--- src/rtl/dma_csr_ctrl.sv ---
// -----------------------------------------------------------------------------
// dma_csr_ctrl
//
// AXI4-Lite (64-bit data) slave register file. It is the host-facing control
// front end of the DMA engine. CPU writes become a start/direction/address/length
// command for the engine. Engine completion status and the final byte count are
// captured into host-readable registers, and a completion interrupt pulse is
// raised when it is enabled.
//
// Register map (offset = addr[5:3] * 8):
//   0x00 CTRL     bit0 START (write-1-sets, reads pending), bit1 DIR, bit2 IRQ_EN
//   0x08 SRC      RW, VADDR_BITS wide
//   0x10 DST      RW, VADDR_BITS wide
//   0x18 LEN      RW, LEN_BITS wide
//   0x20 STATUS   RO, bit0 DONE, bit1 BUSY
//   0x28 TX_LEN   RO, last captured engine byte count
//   0x30 DONE_CNT RO, 32-bit wrapping completion counter
//   0x38          unmapped, reads 0
//
// Ports:
//   aclk, aresetn               clock, asynchronous active-low reset
//   s_axil_aw*/w*/b*            AXI-Lite write address/data/response channels
//   s_axil_ar*/r*               AXI-Lite read address/data channels
//   dma_start                   command pending to the engine
//   dma_direction               1 = device-to-host
//   dma_src_addr, dma_dst_addr  transfer addresses
//   dma_len                     transfer length in bytes
//   dma_status(_valid)          engine status report (1 = completed)
//   clear_dma_start             engine has accepted the pending command
//   coyote_dma_tx_len(_valid)   final byte count from the engine
//   done_irq                    one-cycle completion pulse (when IRQ_EN)
// -----------------------------------------------------------------------------
module dma_csr_ctrl #(
  parameter int VADDR_BITS     = 48,
  parameter int LEN_BITS       = 28,
  parameter int AXIL_ADDR_BITS = 16
) (
  input  logic                      aclk,
  input  logic                      aresetn,

  input  logic [AXIL_ADDR_BITS-1:0] s_axil_awaddr,
  input  logic                      s_axil_awvalid,
  output logic                      s_axil_awready,
  input  logic [63:0]               s_axil_wdata,
  input  logic [7:0]                s_axil_wstrb,
  input  logic                      s_axil_wvalid,
  output logic                      s_axil_wready,
  output logic [1:0]                s_axil_bresp,
  output logic                      s_axil_bvalid,
  input  logic                      s_axil_bready,

  input  logic [AXIL_ADDR_BITS-1:0] s_axil_araddr,
  input  logic                      s_axil_arvalid,
  output logic                      s_axil_arready,
  output logic [63:0]               s_axil_rdata,
  output logic [1:0]                s_axil_rresp,
  output logic                      s_axil_rvalid,
  input  logic                      s_axil_rready,

  output logic                      dma_start,
  output logic                      dma_direction,
  output logic [VADDR_BITS-1:0]     dma_src_addr,
  output logic [VADDR_BITS-1:0]     dma_dst_addr,
  output logic [LEN_BITS-1:0]       dma_len,
  input  logic                      dma_status,
  input  logic                      dma_status_valid,
  input  logic                      clear_dma_start,
  input  logic                      coyote_dma_tx_len_valid,
  input  logic [LEN_BITS-1:0]       coyote_dma_tx_len,
  output logic                      done_irq
);

  typedef enum logic [2:0] {
    REG_CTRL     = 3'd0,
    REG_SRC      = 3'd1,
    REG_DST      = 3'd2,
    REG_LEN      = 3'd3,
    REG_STATUS   = 3'd4,
    REG_TX_LEN   = 3'd5,
    REG_DONE_CNT = 3'd6,
    REG_UNMAPPED = 3'd7
  } reg_idx_e;

  localparam logic [1:0] RESP_OKAY   = 2'b00;
  localparam logic [1:0] RESP_SLVERR = 2'b10;

  // Byte-lane merge of a write into a zero-extended register image.
  function automatic logic [63:0] f_merge(input logic [63:0] old_val,
                                          input logic [63:0] new_val,
                                          input logic [7:0]  strb);
    logic [63:0] v;
    v = old_val;
    for (int i = 0; i < 8; i++) begin
      if (strb[i]) v[i*8 +: 8] = new_val[i*8 +: 8];
    end
    return v;
  endfunction

  // ---------------------------------------------------------------------------
  // State
  // ---------------------------------------------------------------------------
  logic                  r_awready, r_wready, r_bvalid;
  logic [1:0]            r_bresp;
  logic                  r_arready, r_rvalid;
  logic [63:0]           r_rdata;

  logic                  r_dma_start;
  logic                  r_dir;
  logic                  r_irq_en;
  logic                  r_busy;
  logic                  r_done;
  logic [VADDR_BITS-1:0] r_src;
  logic [VADDR_BITS-1:0] r_dst;
  logic [LEN_BITS-1:0]   r_len;
  logic [LEN_BITS-1:0]   r_tx_len;
  logic [31:0]           r_done_cnt;
  logic                  r_done_irq;

  // ---------------------------------------------------------------------------
  // Write path decode
  // ---------------------------------------------------------------------------
  reg_idx_e    w_wr_idx;
  logic        w_wr_take;     // both halves present, response slot free
  logic        w_wr_hs;       // address+data accepted this cycle
  logic        w_wr_rw;       // target is a host-writable register
  logic        w_wr_reject;   // writable target, but a transfer is in flight
  logic        w_wr_apply;
  logic        w_start;
  logic        w_completion;
  logic [63:0] w_src_merged, w_dst_merged, w_len_merged;

  assign w_wr_idx    = reg_idx_e'(s_axil_awaddr[5:3]);
  // The !r_awready term keeps the ready a single-cycle pulse even though the
  // master legitimately holds valid high through the handshake cycle.
  assign w_wr_take   = s_axil_awvalid & s_axil_wvalid & ~r_bvalid & ~r_awready;
  assign w_wr_hs     = r_awready & s_axil_awvalid & s_axil_wvalid;
  assign w_wr_rw     = (w_wr_idx == REG_CTRL) || (w_wr_idx == REG_SRC) ||
                       (w_wr_idx == REG_DST)  || (w_wr_idx == REG_LEN);
  // BUSY is sampled at the handshake, so a completion landing in the same
  // cycle does not rescue the write.
  assign w_wr_reject = w_wr_hs & w_wr_rw & r_busy;
  assign w_wr_apply  = w_wr_hs & w_wr_rw & ~r_busy;
  assign w_start     = w_wr_apply & (w_wr_idx == REG_CTRL) &
                       s_axil_wstrb[0] & s_axil_wdata[0];
  assign w_completion = dma_status_valid & dma_status;

  assign w_src_merged = f_merge(64'(r_src), s_axil_wdata, s_axil_wstrb);
  assign w_dst_merged = f_merge(64'(r_dst), s_axil_wdata, s_axil_wstrb);
  assign w_len_merged = f_merge(64'(r_len), s_axil_wdata, s_axil_wstrb);

  // ---------------------------------------------------------------------------
  // Write channel handshake
  // ---------------------------------------------------------------------------
  always_ff @(posedge aclk or negedge aresetn) begin
    if (!aresetn) begin
      r_awready <= 1'b0;
      r_wready  <= 1'b0;
      r_bvalid  <= 1'b0;
      r_bresp   <= RESP_OKAY;
    end else begin
      // NOTE: sequential state uses non-blocking assignments so every flop
      // samples pre-edge values regardless of statement order.
      r_awready <= w_wr_take;
      r_wready  <= w_wr_take;
      if (w_wr_hs) begin
        r_bvalid <= 1'b1;
        r_bresp  <= w_wr_reject ? RESP_SLVERR : RESP_OKAY;
      end else if (s_axil_bready) begin
        r_bvalid <= 1'b0;
      end
    end
  end

  // ---------------------------------------------------------------------------
  // Read path
  // ---------------------------------------------------------------------------
  logic        w_rd_hs;
  logic [63:0] w_rd_data;

  assign w_rd_hs = r_arready & s_axil_arvalid;

  always_comb begin
    // NOTE: default assignment first so no path through the case leaves the
    // output unassigned (which would infer a latch).
    w_rd_data = '0;
    case (reg_idx_e'(s_axil_araddr[5:3]))
      REG_CTRL:     w_rd_data = {61'd0, r_irq_en, r_dir, r_dma_start};
      REG_SRC:      w_rd_data = 64'(r_src);
      REG_DST:      w_rd_data = 64'(r_dst);
      REG_LEN:      w_rd_data = 64'(r_len);
      REG_STATUS:   w_rd_data = {62'd0, r_busy, r_done};
      REG_TX_LEN:   w_rd_data = 64'(r_tx_len);
      REG_DONE_CNT: w_rd_data = {32'd0, r_done_cnt};
      default:      w_rd_data = '0;
    endcase
  end

  always_ff @(posedge aclk or negedge aresetn) begin
    if (!aresetn) begin
      r_arready <= 1'b0;
      r_rvalid  <= 1'b0;
      r_rdata   <= '0;
    end else begin
      r_arready <= s_axil_arvalid & ~r_rvalid & ~r_arready;
      if (w_rd_hs) begin
        r_rvalid <= 1'b1;
        r_rdata  <= w_rd_data;
      end else if (s_axil_rready) begin
        r_rvalid <= 1'b0;
      end
    end
  end

  // ---------------------------------------------------------------------------
  // Register file, command and completion tracking
  // ---------------------------------------------------------------------------
  always_ff @(posedge aclk or negedge aresetn) begin
    if (!aresetn) begin
      r_dma_start <= 1'b0;
      r_dir       <= 1'b0;
      r_irq_en    <= 1'b0;
      r_busy      <= 1'b0;
      r_done      <= 1'b0;
      r_src       <= '0;
      r_dst       <= '0;
      r_len       <= '0;
      r_tx_len    <= '0;
      r_done_cnt  <= '0;
      r_done_irq  <= 1'b0;
    end else begin
      r_done_irq <= w_completion & r_irq_en;

      if (clear_dma_start) r_dma_start <= 1'b0;

      // Completion first: an accepted START in the same cycle (only possible
      // when idle) then overrides BUSY/DONE below.
      if (w_completion) begin
        r_busy     <= 1'b0;
        r_done     <= 1'b1;
        r_done_cnt <= r_done_cnt + 32'd1;
      end

      if (w_wr_apply) begin
        case (w_wr_idx)
          REG_CTRL: begin
            if (s_axil_wstrb[0]) begin
              r_dir    <= s_axil_wdata[1];
              r_irq_en <= s_axil_wdata[2];
            end
          end
          REG_SRC: r_src <= w_src_merged[VADDR_BITS-1:0];
          REG_DST: r_dst <= w_dst_merged[VADDR_BITS-1:0];
          REG_LEN: r_len <= w_len_merged[LEN_BITS-1:0];
          default: ;
        endcase
      end

      if (w_start) begin
        r_dma_start <= 1'b1;
        r_busy      <= 1'b1;
        r_done      <= 1'b0;
      end

      if (coyote_dma_tx_len_valid) r_tx_len <= coyote_dma_tx_len;
    end
  end

  // ---------------------------------------------------------------------------
  // Outputs (all registered)
  // ---------------------------------------------------------------------------
  assign s_axil_awready = r_awready;
  assign s_axil_wready  = r_wready;
  assign s_axil_bresp   = r_bresp;
  assign s_axil_bvalid  = r_bvalid;
  assign s_axil_arready = r_arready;
  assign s_axil_rdata   = r_rdata;
  assign s_axil_rresp   = RESP_OKAY;
  assign s_axil_rvalid  = r_rvalid;
  assign dma_start      = r_dma_start;
  assign dma_direction  = r_dir;
  assign dma_src_addr   = r_src;
  assign dma_dst_addr   = r_dst;
  assign dma_len        = r_len;
  assign done_irq       = r_done_irq;

  // Address bits outside [5:3] and merge bits above the register widths are
  // intentionally ignored.
  logic w_unused;
  assign w_unused = ^{s_axil_awaddr[AXIL_ADDR_BITS-1:6], s_axil_awaddr[2:0],
                      s_axil_araddr[AXIL_ADDR_BITS-1:6], s_axil_araddr[2:0],
                      w_src_merged[63:VADDR_BITS], w_dst_merged[63:VADDR_BITS],
                      w_len_merged[63:LEN_BITS]};

endmodule

--- config.mk ---
export PLATFORM = sky130hd
export DESIGN_NAME = dma_csr_ctrl
export DESIGN_NICKNAME = d
export VERILOG_FILES = /design/src/rtl/dma_csr_ctrl.sv
export SDC_FILE = /design/constraint.sdc
export NUM_CORES = 1
export LEC_CHECK = 0
export ABC_AREA = 1
export BUFFER_PORTS_ARGS = -buffer_cell sky130_fd_sc_hd__buf_2
export CAP_MARGIN = 20
export CELL_PAD_IN_SITES_DETAIL_PLACEMENT = 2
export CELL_PAD_IN_SITES_GLOBAL_PLACEMENT = 2
export CORE_MARGIN = 4
export CORE_UTILIZATION = 30
export DETAILED_ROUTE_END_ITERATION = 10
export GPL_TIMING_DRIVEN = 0
export HOLD_SLACK_MARGIN = 0.15
export PLACE_DENSITY = 0.88
export RECOVER_POWER = 50
export REMOVE_ABC_BUFFERS = 1
export SYNTH_ARGS = -nofsm -noshare
export SYNTH_HDL_FRONTEND = slang
export SYNTH_SLANG_ARGS = --single-unit
--- constraint.sdc ---
create_clock -name aclk -period 2.1 [get_ports aclk]
set_input_delay 0.42 -clock aclk [delete_from_list [all_inputs] [get_ports aclk]]
set_output_delay 0.42 -clock aclk [all_outputs]
set_load 0.05 [all_outputs]
Word-level counts from Yosys, hierarchy flattened:

Index checks and enable logic that the tools add are counted.

* flip-flop bits (word level): 260
* bits of input ports: 143
* output and inout bits: 200
* word-level logic and storage cells: 99

* $add $sub $neg: 1
* eq/ne operators: 9
* multiplexer cells: 12
* bitwise logic cells: 21
* reductions and logical operators: 26

Operators by type and width (count)
* $pmux W48 S7: 1
* $reduce_and A3 Y1: 17
* $add A32 B1 Y32 const B: 1
* $and A1 B1 Y1: 16
* $eq A3 B2 Y1 const B: 4
* $mux W1: 10
* $eq A3 B3 Y1 const B: 3
* $reduce_bool A2 Y1: 4
* $eq A3 B1 Y1 const B: 2
* $logic_not A3 Y1: 2
* $not A1 Y1: 5
* $logic_or A1 B1 Y1: 3
* $mux W2: 1

Logic depth before layout (Yosys ltp):

* depth in word-level cells: 10
* mapped depth: 10
* gate-level depth less buffers: 9

Worst setup path before layout:

No wires, ideal clock.

* kind: reg2reg
* start point: register, netlist name s_axil_wready
* end point: register r_dst[36], in the netlist dma_dst_addr[36]
* setup time: 0.127 ns
* data arrival time: 1.783 ns
* data required time: 1.973 ns
* path slack: 0.190 ns
* stages on the path, launching flop included: 8
* path buffers: 2
* period minus slack after synthesis: 1.910 ns
* cell sequence: dfrtp_1 -> nand3_1 -> nor3_4 -> buf_8 -> nand3_4 -> buf_6 -> nand2_1 -> o21ai_0

RTL lines
* end signal, assigned: RTL line 252 `REG_DST: r_dst <= w_dst_merged[VADDR_BITS-1:0];`
* end, declared: RTL line 113 `logic [VADDR_BITS-1:0] r_dst;`

==> flow_summary_export.csv <==
group,metric,value,unit
sta,finalClockSkew,0.0193,ns
setup_path,cp_cell_sequence,"nand3_1 -> nor3_4 -> buf_8 -> nand3_2 -> o21ai_0",
sta,period_share,0.988,
sta,worst_slew_pin_slew,1.29,ns
yosys,synth-simple-area-share,0.223,
setup_path,cpPeakStageDelay,0.41,ns
sta,period_needed,2.07,ns
detailed_routing,wl_per_cell,23.5,um
placement,dpl.hpwl,31000,um
grt,track_usage,0.237,
yosys,yosysSeqAreaShare,0.551,
sta,fmax,0.482,GHz
cells_and_area,synthToLayoutAreaGrowth,32.3,%
cells_and_area,drive_gt1_frac,0.229,
cts,path_clk_slew,0.06,ns
placement,dp.cells,1943,
sta,hold_viol_final,0,
floorplan,die_height,200,um
yosys,synth-edff-count,0,
pwr,seq_power_share,0.416,
yosys,synth_adder_area_share,0.00113,
grt,grt_max_degree,116,
cts,clkSinkCount,243,
pwr,switching_share,0.307,
placement,placed_cell_area,12800,sq um
sta,rsz0062_at_grt,"yes",
yosys,syn_area,11000,sq um
detailed_routing,first_iter_violations,403,
placement,numPortBuffers,279,
floorplan,dieArea,39900,sq um
floorplan,ios,343,
pwr,switching_power,3.84,mW
min_path,min_path_type,"primary input to flip-flop",
grt,gr-total-overflow,0,
setup_path,endpoint_kind,"flip-flop",
cells_and_area,fin_area,14600,sq um
floorplan,die_w,200,um
cts,cts-root-buf,"clkbuf_16",
setup_path,crit_fanout,16,
setup_path,cp-start-kind,"flip-flop",
cts,worst_skew_pair.late_latency,0.57,ns
yosys,syn_inst,1252,
yosys,ys_types,29,
status,status,"finished, final reports clean",
detailed_routing,routed_wl,48600,um
sta,slew_headroom,0.139,
cells_and_area,utilization,0.407,
pwr,p_comb_frac,0.153,
yosys,synth_compound_area_frac,0.102,
floorplan,core,35900,sq um
setup_path,critical_path_class,"flip-flop to flip-flop",
cells_and_area,final_cells,2070,
floorplan,rows,69,
floorplan,start_util,0.307,
pwr,ir_worst_vdd,0.606,mV
grt,antenna_found_initial,6,
pwr,power_frac_clock,0.431,
yosys,ys_warn_count,0,
cts,clock_path_buffers,3,
detailed_routing,num_vias,10540,
cts,cts_buffers,30,
pwr,leakagePower,7.44,nW
yosys,synthMuxAreaShare,0.0286,
cells_and_area,fin_nets,1728,
yosys,ys_ff_latch,243,
yosys,async_flop_share,1.00,
detailed_routing,via_per_inst,5.09,
grt,grt_pass1_wl,73600,um
pwr,intPower,8.66,mW
yosys,synth_top_family_by_area,"simple AND/OR/NAND/NOR gates",
detailed_routing,drtAntennaViolNets,0,
cts,cts_tree,"yes",
run,maxCapViolations,0,
setup_path,critPathRequiredTime,2.56,ns
yosys,synthFlopType,"dfrtp_1",
detailed_routing,drt_pass1_iterations,4,
yosys,avgSynthCellArea,8.82,sq um
setup_path,critical_path_arrival,2.53,ns
sta,finalSetupViolations,0,
detailed_routing,drc_errors,0,
sta,final-max-slew-violation-count,0,
yosys,synth-xor-area-share,0.0190,
grt,grt_pass1_vias,12100,
pwr,p_per_area,856,nW/um^2
placement,routabilityCongestion,0.792,
cts,cts-htree-levels,1,
setup_path,slowest_stage,"nand3_2",
==> final cells by class <==
cell class,instances,area (sq um)
diodes,3,7.51
multi-input cells,849,4290
clock buffers,45,908
flip-flops and latches,243,6080
clock inverters,9,98.8
inverters,103,399
well taps,461,577
fillers,3985,21300
repair buffers,357,2240
==> kinds of logic (layout without fill, tap and decap cells) <==
kind of cell	Yosys count	in the layout
and+or+nand+nor	562	562
DFF	243	243
AOI/OAI and AO/OA	215	215
buffers and inverters	178	514
muxes	28	28
xor gates and xnor gates	24	24
adders and majority gates	1	1
other	1	22
==> flip-flops by register name, summed over array words and instances (netlist names) <==
name,flops
dma_dst_addr,48
dma_direction,1
r_done,1
r_irq_en,1
s_axil_bvalid,1
r_tx_len,28
dma_src_addr,48
r_done_cnt,32
dma_len,28
done_irq,1
s_axil_arready,1
s_axil_bresp,1
r_busy,1
s_axil_rdata,48
dma_start,1
s_axil_wready,1
s_axil_rvalid,1
==> power by group through the flow <==
stage	Clock [mW]	Combinational, mW	Sequential [mW]
after global routing	5.72	2.05	5.23
after CTS	5.45	1.92	5.19
after detailed placement	0	1.79	5.27
after floorplan	0	0.497	5.79
after global placement	0	1.69	5.24
final	5.39	1.91	5.20
==> synth_stat cells, types with 4 or more instances <==
master,number,area [sq um]
buf_2,12,60.1
nand4_1,45,282
nor2_1,39,146
nor3_1,8,40.0
nand2_1,400,1500
buf_1,6,22.5
a21oi_1,16,80.1
nor3_4,4,65.1
nand3_4,7,123
xor2_1,12,105
mux2_2,28,315
xnor2_1,12,105
clkbuf_1,29,109
o21ai_1,6,30.0
o21ai_0,172,861
nand3b_1,4,30.0
o211ai_1,4,30.0
buf_4,20,150
a21o_1,16,120
buf_6,7,78.8
inv_1,102,383
dfrtp_1,243,6080
nand3_1,54,270
==> through the flow <==
step	TNS (ns)	hold slack [ns]	power [mW]	setup slack, ns
CTS	0	0.151	12.6	0.00480
finish	0	0.166	12.5	0.0262
floorplan	-91.23	0.124	6.29	-0.711
global route	-8.54	0.159	13.0	-0.117
detailed placement	-60.46	0.263	7.06	-1.01
global placement	-1181.67	0.430	6.93	-4.03
==> routing by layer <==
layer | up-vias | track usage | part of all wire
li1 | 4714 | - | -
met1 | 5433 | 0.287 | 0.41
met2 | 295 | 0.426 | 0.51
met3 | 92 | 0.0485 | 0.051
met4 | 6 | 0.0697 | 0.031
met5 | - | 0 | 0.00070
==> cell usage in the layout (no fill, tap or decap), types with 7 or more instances in the layout <==
cell type,n
o21ai_0,170
dlygate4sd3_1,66
xnor2_1,12
o21ai_1,8
nor3_1,8
nand4_1,45
nand2_1,399
clkbuf_16,31
nand3_1,44
nand3_4,10
a21o_1,16
clkbuf_1,33
dfrtp_1,243
xor2_1,12
buf_2,249
nand3_2,7
conb_1,19
nor2_1,39
clkbuf_8,8
clkinv_2,7
a21oi_1,16
inv_1,97
mux2_2,28
==> critical path: cells and delay by family, from the launching register on <==
family                 cells  cell delay [ns]
AO/OA/AOI/OAI              1             0.34
buffers and inverters      1             0.26
AND/OR/NAND/NOR            3             0.96
flip-flops                 1             0.38
==> worst paths after layout <==
check                                           from                      endpoint  slack (ns)  cells past startpoint
max                          s_axil_wready$_DFF_PN0_  dma_dst_addr[27]$_DFFE_PN0P_        0.03                      5
min                                 s_axil_wdata[13]  dma_dst_addr[13]$_DFFE_PN0P_        0.17                      3
max reg2reg                  s_axil_wready$_DFF_PN0_  dma_dst_addr[27]$_DFFE_PN0P_        0.03                      5
min reg2reg                s_axil_bvalid$_DFFE_PN0P_       s_axil_wready$_DFF_PN0_        0.47                      1
max in group asynchronous                    aresetn  dma_src_addr[27]$_DFFE_PN0P_        0.11                      3
min in group asynchronous                    aresetn  s_axil_rdata[35]$_DFFE_PN0P_        0.67                      2
==> what timing repair did <==
action	4_1_cts	5_1_grt
hold buffers	66	0
endpoints found under the hold margin	336	0
setup buffers	4	0
endpoints found under the setup margin	111	59
pin swaps	1	0
gates resized for setup	13	9
Power figures use the tool's default switching activity.
